`src/rtl/dither_write_combiner.sv`:
```
// dither_write_combiner: coalesces engine byte writes into word writes through a FIFO, draining before reads
module dither_write_combiner #(
  parameter int DEPTH = 4,
  parameter int TIMEOUT = 15,
  parameter int ADDR_W = 18
) (
  input  logic              clk,
  input  logic              rst,
  input  logic              de_req,
  output logic              de_ack,
  input  logic [ADDR_W-1:0] de_addr,
  input  logic [3:0]        de_nbyte,
  input  logic              de_rnw,
  input  logic [31:0]       de_w_data,
  output logic [31:0]       de_r_data,
  output logic              mem_req,
  input  logic              mem_ack,
  output logic [ADDR_W-1:0] mem_addr,
  output logic [3:0]        mem_nbyte,
  output logic              mem_rnw,
  output logic [31:0]       mem_w_data,
  input  logic [31:0]       mem_r_data,
  input  logic              flush,
  output logic              busy
);
  localparam int AW = $clog2(DEPTH);
  localparam int CW = AW + 1;
  localparam int TW = $clog2(TIMEOUT + 1);
  typedef enum logic [1:0] {WR, DRAIN, RD, DONE} state_t;
  state_t state;
  logic acc_valid;
  logic [ADDR_W-1:0] acc_addr;
  logic [3:0] acc_nbyte;
  logic [31:0] acc_data;
  logic [TW-1:0] idle;
  logic fl_pend;
  logic [ADDR_W-1:0] f_addr [DEPTH];
  logic [3:0] f_nbyte [DEPTH];
  logic [31:0] f_data [DEPTH];
  logic [AW-1:0] wp, rp;
  logic [CW-1:0] count;
  logic has, not_full, wr, hit, fl, tmo, evict, wr_full, drop, push, pop, draining, rd;
  logic [3:0] m_nbyte;
  logic [31:0] m_data;
  assign has = count != '0;
  assign not_full = count != CW'(DEPTH);
  assign wr = ~rst & (state == WR) & de_req & ~de_rnw & not_full;
  assign de_ack = wr | (~rst & (state == DONE));
  assign hit = acc_valid & (de_addr == acc_addr);
  assign m_nbyte = (hit ? acc_nbyte : 4'hf) & de_nbyte;
  always_comb begin
    m_data = '0;
    for (int i = 0; i < 4; i++)
      m_data[8*i +: 8] = de_nbyte[i] ? (hit ? acc_data[8*i +: 8] : 8'h00) : de_w_data[8*i +: 8];
  end
  assign fl = flush | fl_pend;
  assign tmo = idle >= TW'(TIMEOUT - 1);
  assign evict = wr & acc_valid & ~hit;
  assign wr_full = wr & ~evict & (m_nbyte == 4'h0);
  assign drop = ~wr & acc_valid & not_full & ((acc_nbyte == 4'h0) | fl | tmo | (state == DRAIN));
  assign push = evict | wr_full | drop;
  assign draining = ((state == WR) | (state == DRAIN)) & has;
  assign rd = state == RD;
  assign pop = draining & mem_ack;
  assign mem_req = draining | rd;
  assign mem_rnw = rd;
  assign mem_addr = rd ? de_addr : draining ? f_addr[rp] : '0;
  assign mem_nbyte = rd ? de_nbyte : draining ? f_nbyte[rp] : 4'hf;
  assign mem_w_data = draining ? f_data[rp] : '0;
  assign busy = acc_valid | has | (state != WR);
  always_ff @(posedge clk) begin
    if (rst) begin
      state <= WR;
      acc_valid <= 1'b0;
      acc_addr <= '0;
      acc_nbyte <= 4'hf;
      acc_data <= '0;
      idle <= '0;
      fl_pend <= 1'b0;
      wp <= '0;
      rp <= '0;
      count <= '0;
      de_r_data <= '0;
    end else begin
      if (push) begin
        f_addr[wp] <= wr_full ? de_addr : acc_addr;
        f_nbyte[wp] <= wr_full ? m_nbyte : acc_nbyte;
        f_data[wp] <= wr_full ? m_data : acc_data;
        wp <= wp + AW'(1);
      end
      if (pop)
        rp <= rp + AW'(1);
      count <= count + CW'(push) - CW'(pop);
      if (wr) begin
        acc_valid <= ~wr_full;
        acc_addr <= de_addr;
        acc_nbyte <= m_nbyte;
        acc_data <= m_data;
      end else if (drop)
        acc_valid <= 1'b0;
      idle <= wr ? '0 : (idle == TW'(TIMEOUT)) ? idle : idle + TW'(1);
      fl_pend <= fl & acc_valid & ~wr & ~drop;
      if (rd & mem_ack)
        de_r_data <= mem_r_data;
      state <= (state == WR && de_req && de_rnw) ? DRAIN :
               (state == DRAIN && !acc_valid && !has) ? RD :
               (rd && mem_ack) ? DONE :
               (state == DONE) ? WR : state;
    end
  end
endmodule

```
`config.mk`:
```
export PLATFORM = sky130hd
export DESIGN_NAME = dither_write_combiner
export DESIGN_NICKNAME = d
export VERILOG_FILES = /design/src/rtl/dither_write_combiner.sv
export SDC_FILE = /design/constraint.sdc
export NUM_CORES = 1
export LEC_CHECK = 0
export BUFFER_PORTS_ARGS = -buffer_cell sky130_fd_sc_hd__buf_4
export CAP_MARGIN = 30
export CORE_MARGIN = 2
export CORE_UTILIZATION = 57
export CTS_CLUSTER_SIZE = 24
export DETAILED_ROUTE_END_ITERATION = 7
export HOLD_SLACK_MARGIN = 0.05
export PLACE_DENSITY = 0.84
export SLEW_MARGIN = 0
export SYNTH_ARGS = -nofsm -noshare
export SYNTH_HDL_FRONTEND = slang
export SYNTH_SLANG_ARGS = --single-unit
```
`constraint.sdc`:
```
create_clock -name clk -period 9.8 [get_ports clk]
set_clock_uncertainty 0.1 [all_clocks]
set_input_delay 1.96 -clock clk [delete_from_list [all_inputs] [get_ports clk]]
set_output_delay 1.96 -clock clk [all_outputs]
set_load 0.01 [all_outputs]
```
## Word-level counts from Yosys, hierarchy flattened

Memory sizes are Yosys's and may differ from the RTL's. A register that Yosys moved wholly into a read port is not among the register bits.
Index checks and enable logic that the tools add are counted.

- Flip-flop bits (word level): 101
- Memories kept: 3
- Input bits: 92
- Memory bits (writable): 216

Memories:

| memory | words | bits a word | read ports | clocked after memory_dff | write ports | line | source |
|---|---|---|---|---|---|---|---|
| f_data | 4 | 32 | 1 | 1 | 1 | 39 | `logic [31:0] f_data [DEPTH];` |
| f_addr | 4 | 18 | 1 | 1 | 1 | 37 | `logic [ADDR_W-1:0] f_addr [DEPTH];` |
| f_nbyte | 4 | 4 | 1 | 1 | 1 | 38 | `logic [3:0] f_nbyte [DEPTH];` |

- Bitwise gates (word level): 38
- Muxes and demuxes: 32
- Reductions and logical operators: 17
- Eq/ne operators: 6
- $lt $le $gt $ge: 1
- Add/subtract/negate cells: 5

Operator list:

| kind | count |
|---|---|
| 32-bit two-way mux | 2 |
| 8-bit two-way mux | 8 |
| 18-bit two-way mux | 3 |
| 1-bit AND | 19 |
| 18-bit equality test | 1 |
| 2-bit two-way mux | 9 |
| 4-bit two-way mux | 4 |
| 1-bit OR | 11 |
| 4-bit zero test | 2 |
| 1-bit NOT | 7 |
| 1-bit two-way mux | 6 |
| 3-bit nonzero test | 2 |
| 1-bit logical AND | 5 |
| 2-bit by 1-bit adder with 2-bit output (second input constant) | 2 |
| 4-bit by 1-bit adder with 4-bit output (second input constant) | 1 |
| 4-bit AND | 1 |
| 2-bit equality test (second input constant) | 2 |
| 4-bit equality test (second input constant) | 1 |
| 4-bit >= comparator (second input constant) | 1 |
| 2-bit nonzero test | 2 |
| 4-bit nonzero test | 1 |
| 2-bit OR reduction | 2 |
| 3-bit by 1-bit adder with 3-bit output | 1 |
| 3-bit inequality test (second input constant) | 1 |
| 4 further kinds | 5 |

## Depth between registers and ports, before layout

- Depth after elaboration: 15
- Depth in mapped cells: 14

## Least setup slack after synthesis

Ideal clock, no wire load.

- Path type: input to register
- Start point: input de_addr[2]
- End point: memory f_addr[0][0] (enable)
- Data arrival time: 7.568 ns
- Path slack: 1.588 ns
- Cell stages on the path: 8
- Buffers on the path: 1
- Cell sequence: xnor2_1 -> nand4_1 -> nor4_2 -> a21boi_1 -> or4_1 -> buf_2 -> o21a_1 -> nor3b_1

- Word-level cells in the longest chain between the ends: 12
- Elaborated cells on any way between the ends: 15

Ends and longest elaborated chain:

| what | line | source |
|---|---|---|
| from (decl) | 11 | `input logic [ADDR_W-1:0] de_addr,` |
| 18-bit equality test (*) | 49 | `assign hit = acc_valid & (de_addr == acc_addr);` |
| 1-bit AND (*) | 49 |  |
| branches (longest 5 deep; another with 4-bit two-way mux) | - |  |
| 1-bit OR (*) (2 in a row) | 61 | `assign push = evict \| wr_full \| drop;` |
| 1-bit two-way mux (*) | 85 | `if (push) begin` |
| 1-bit two-way mux (*) | 72 | `if (rst) begin` |
| 1-bit two-way mux (*) | 86 | `f_addr[wp] <= wr_full ? de_addr : acc_addr;` |
| to (decl) | 37 |  |

Every way passes the cells marked *.

## Worst setup path in the final report

- Start point: input rst
- End point: output de_ack

- Word-level cells in the longest chain between the ends: 6
- Elaborated cells on any way between the ends: 7

Ends and longest elaborated chain:

| what | line | source |
|---|---|---|
| from (decl) | 8 | `input logic rst,` |
| 1-bit NOT (*) | 47, 48 |  |
| 1-bit AND (4 in a row) | 47 | `assign wr = ~rst & (state == WR) & de_req & ~de_rnw & not_full;` |
| 1-bit OR (*) | 48 | `assign de_ack = wr \| (~rst & (state == DONE));` |
| to (decl) | 10 | `output logic de_ack,` |

Mark *: on every way between the ends. The rest lies on a longest branch, timed or not.

==> impl_metrics.yaml <==
detailed_routing:
  ant_nets: 0
  dr_total_vias: 8105
  drt_pass1_iterations: 5
  drt_iter0_drc: 614
  routed_wl_um: 29600
  drc: 0
  post_drt_wl_per_cell_um: 21.8
  routed_via_density: 5.99
cells_and_area:
  nFillCells: 1464
  most-common-layout-cells: "216 x edfxtp_1, 193 x buf_4, 113 x nand2_1"
  n_antenna_cell: 0
  area_growth_pct: 20.6
  post-route-util_pct: 69.5
  final_common_cell: "edfxtp_1"
  design_area_mm2: 0.0156
  post_route_cells_drive_above_1_share_pct: 33.3
  nNetsFinal: 1145
placed_design:
  dpl.hpwl_um: 18400
  pre_cts_ws_ns: 3.38
  globalplace.congestion: 0.800
  port_buffers: 181
  place_area_mm2: 0.0146
timing:
  finalSetupTns_ns: 0
  worstMarginPinSlew_ns: 0.913
  setup_viol: 0
  hold_viol_final: 0
  layout_setup_ws_ns: 3.74
  max_freq_mhz: 165
  drv_slew: 0
  fin_crit_sh_pct: 61.9
  maxSlewHeadroom_pct: 39.1
  rsz0062_at_grt: "no"
  finalCriticalPeriod_ns: 6.06
clock_network:
  clock-sinks: 319
  ctsLongestPathBuffers: 3
  hold_buffers: 0
  cts_setup_buffers: 0
  insertion_delay_ns: 0.55
  h-tree-depth: 1
  ctsResizeCount: 0
  clk_root_buffer_cell: "clkbuf_16"
  cts_tree: "built"
  clkTransAtPathRegs_ns: 0.06
  numCtsBuffers: 31
logic_synthesis:
  ys_ff_latch: 319
  synth.distinct_cells: 46
  synth_edf_count: 216
  synth_seq_area_share_pct: 65.9
  yosysTopAreaCellShare_pct: 50.0
  ys_top_cells_by_area: "edfxtp_1 50%, dfxtp_1 16%, mux4_2 9.4%"
  synth_top_area_cell: "edfxtp_1"
  ys_warn_count: 0
  syn_area_mm2: 0.0130
  syn_avg_cell_area_um2: 15.1
  syn_nets: 962
  ys_async_sr_fraction_pct: 0
  postSynthCellCount: 861
  synth_flop_cell: "edfxtp_1"
die:
  die_h_um: 155
  rows: 55
  dieArea_mm2: 0.0240
  core_area_mm2: 0.0225
  fp.dieW_um: 155
  io_pins: 182
  start_util_pct: 57.6
critical_path:
  worst-r2r-cell-count: 12
  arrival_ns: 4.00
  critPathCaptureType: "output port"
  worst-endpoint-required_ns: 7.74
  timing.rr.end: "count[2]"
  r2r_start: "state[1]"
  critPathMaxFanout: 48
  crit_type: "in2out"
  r2r_setup_slack_ns: 5.63
  cp-start-kind: "input pin"
worst_hold_path:
  hold_depth: 2
  min_from: "de_r_data[13]"
  whs_endpoint: "de_r_data[13]"
  hp-class: "reg2reg"
global_routing:
  grt_use_total_pct: 24.2
  grt_max_degree: 55
  grt_pass1_wl_um: 44800
  grt_pass1_vias: 8205
  grt_overflow_total: 0
  grt_antenna_before_repair: 0
run:
  max_cap_viol_count: 0
outcome:
  outcome: "finished clean"
pwr:
  p_leak_nw: 5.74
  vdd_ir_drop_max_uv: 183
  powerDensity_mw_per_mm2: 230
==> cell type report <==
cell class                      instances  area [um2]  share of cell area [%]
Inverter                                8        30.0                   0.192
Clock inverter                          9        77.6                   0.496
Tap cell                              285         357                    2.28
Multi-Input combinational cell        489        4220                    26.9
Clock buffer                           48         928                    5.94
Timing Repair Buffer                  195        1480                    9.45
Sequential cell                       319        8560                    54.7
==> cells by family after synthesis <==
| kind of cell | after synthesis | synth area share (%) |
|---|---|---|
| DFF | 319 | 65.9 |
| and+or+nand+nor | 218 | 7.86 |
| AOI/OAI and AO/OA | 134 | 7.21 |
| muxes | 105 | 14.7 |
| buffers and inverters | 53 | 1.79 |
| xor gates and xnor gates | 23 | 1.55 |
| adders and majority gates | 9 | 0.926 |
==> worst max-delay path: stages <==
cell and delay, ns:
buf_4 0.26, inv_1 0.63, nand4_1 0.70, o21ai_0 0.26, buf_4 0.17
==> synthesized netlist by cell type (all sizes together), types with 6 or more instances <==
| master | count |
|---|---|
| nand2 | 113 |
| or3 | 6 |
| dfxtp | 103 |
| clkbuf | 33 |
| edfxtp | 216 |
| mux2 | 50 |
| mux4 | 54 |
| and2 | 34 |
| o22a | 7 |
| a21oi | 36 |
| ha | 8 |
| xnor2 | 21 |
| a22o | 50 |
| nand4 | 9 |
| buf | 12 |
| inv | 8 |
| nor2b | 7 |
| nor2 | 28 |
| o21ai | 20 |
==> flip-flops by register name, summed over array words and instances, names as in the netlist, named ones only <==
register   flops
f_data       128
f_addr        72
acc_data      32
de_r_data     32
acc_addr      18
f_nbyte       16
acc_nbyte      4
idle           4
count          3
rp             2
state          2
wp             2
acc_valid      1
fl_pend        1
==> routing by layer <==
| layer | track usage, % | vias to the layer above | wire length (um) |
|---|---|---|---|
| li1 | - | 3635 | - |
| met5 | 0 | - | 0 |
| met2 | 42.3 | 356 | 15000 |
| met3 | 3.11 | 65 | 1940 |
| met4 | 7.19 | 0 | 730 |
| met1 | 31.9 | 4049 | 11900 |
==> how the worst max path moves through the flow <==
stage               start       endpoint
2_1_floorplan  de_addr[2]   f_addr[0][0]
3_3_place_gp          rst  f_addr[1][13]
3_5_place_dp          rst  f_addr[1][13]
4_1_cts               rst         de_ack
5_1_grt               rst       count[2]
6_report              rst         de_ack
==> metrics by stage <==
stage	std cells	power [mW]	hold WS [ns]
finish	1353	3.60	0.356
CTS	1353	3.62	0.357
floorplan	861	2.10	0.343
global route	1353	3.73	0.368
detailed placement	1296	2.46	0.348
global placement	1294	2.44	0.342
==> power by group <==
part | internal (mW) | leakage [nW] | switching (mW) | total (mW)
Combinational | 0.446 | 2.44 | 0.412 | 0.858
Clock | 0.676 | 0.492 | 0.493 | 1.17
Sequential | 1.50 | 2.81 | 0.0763 | 1.58
Total | 2.62 | 5.74 | 0.981 | 3.60
(Power assumes the default switching activity.)
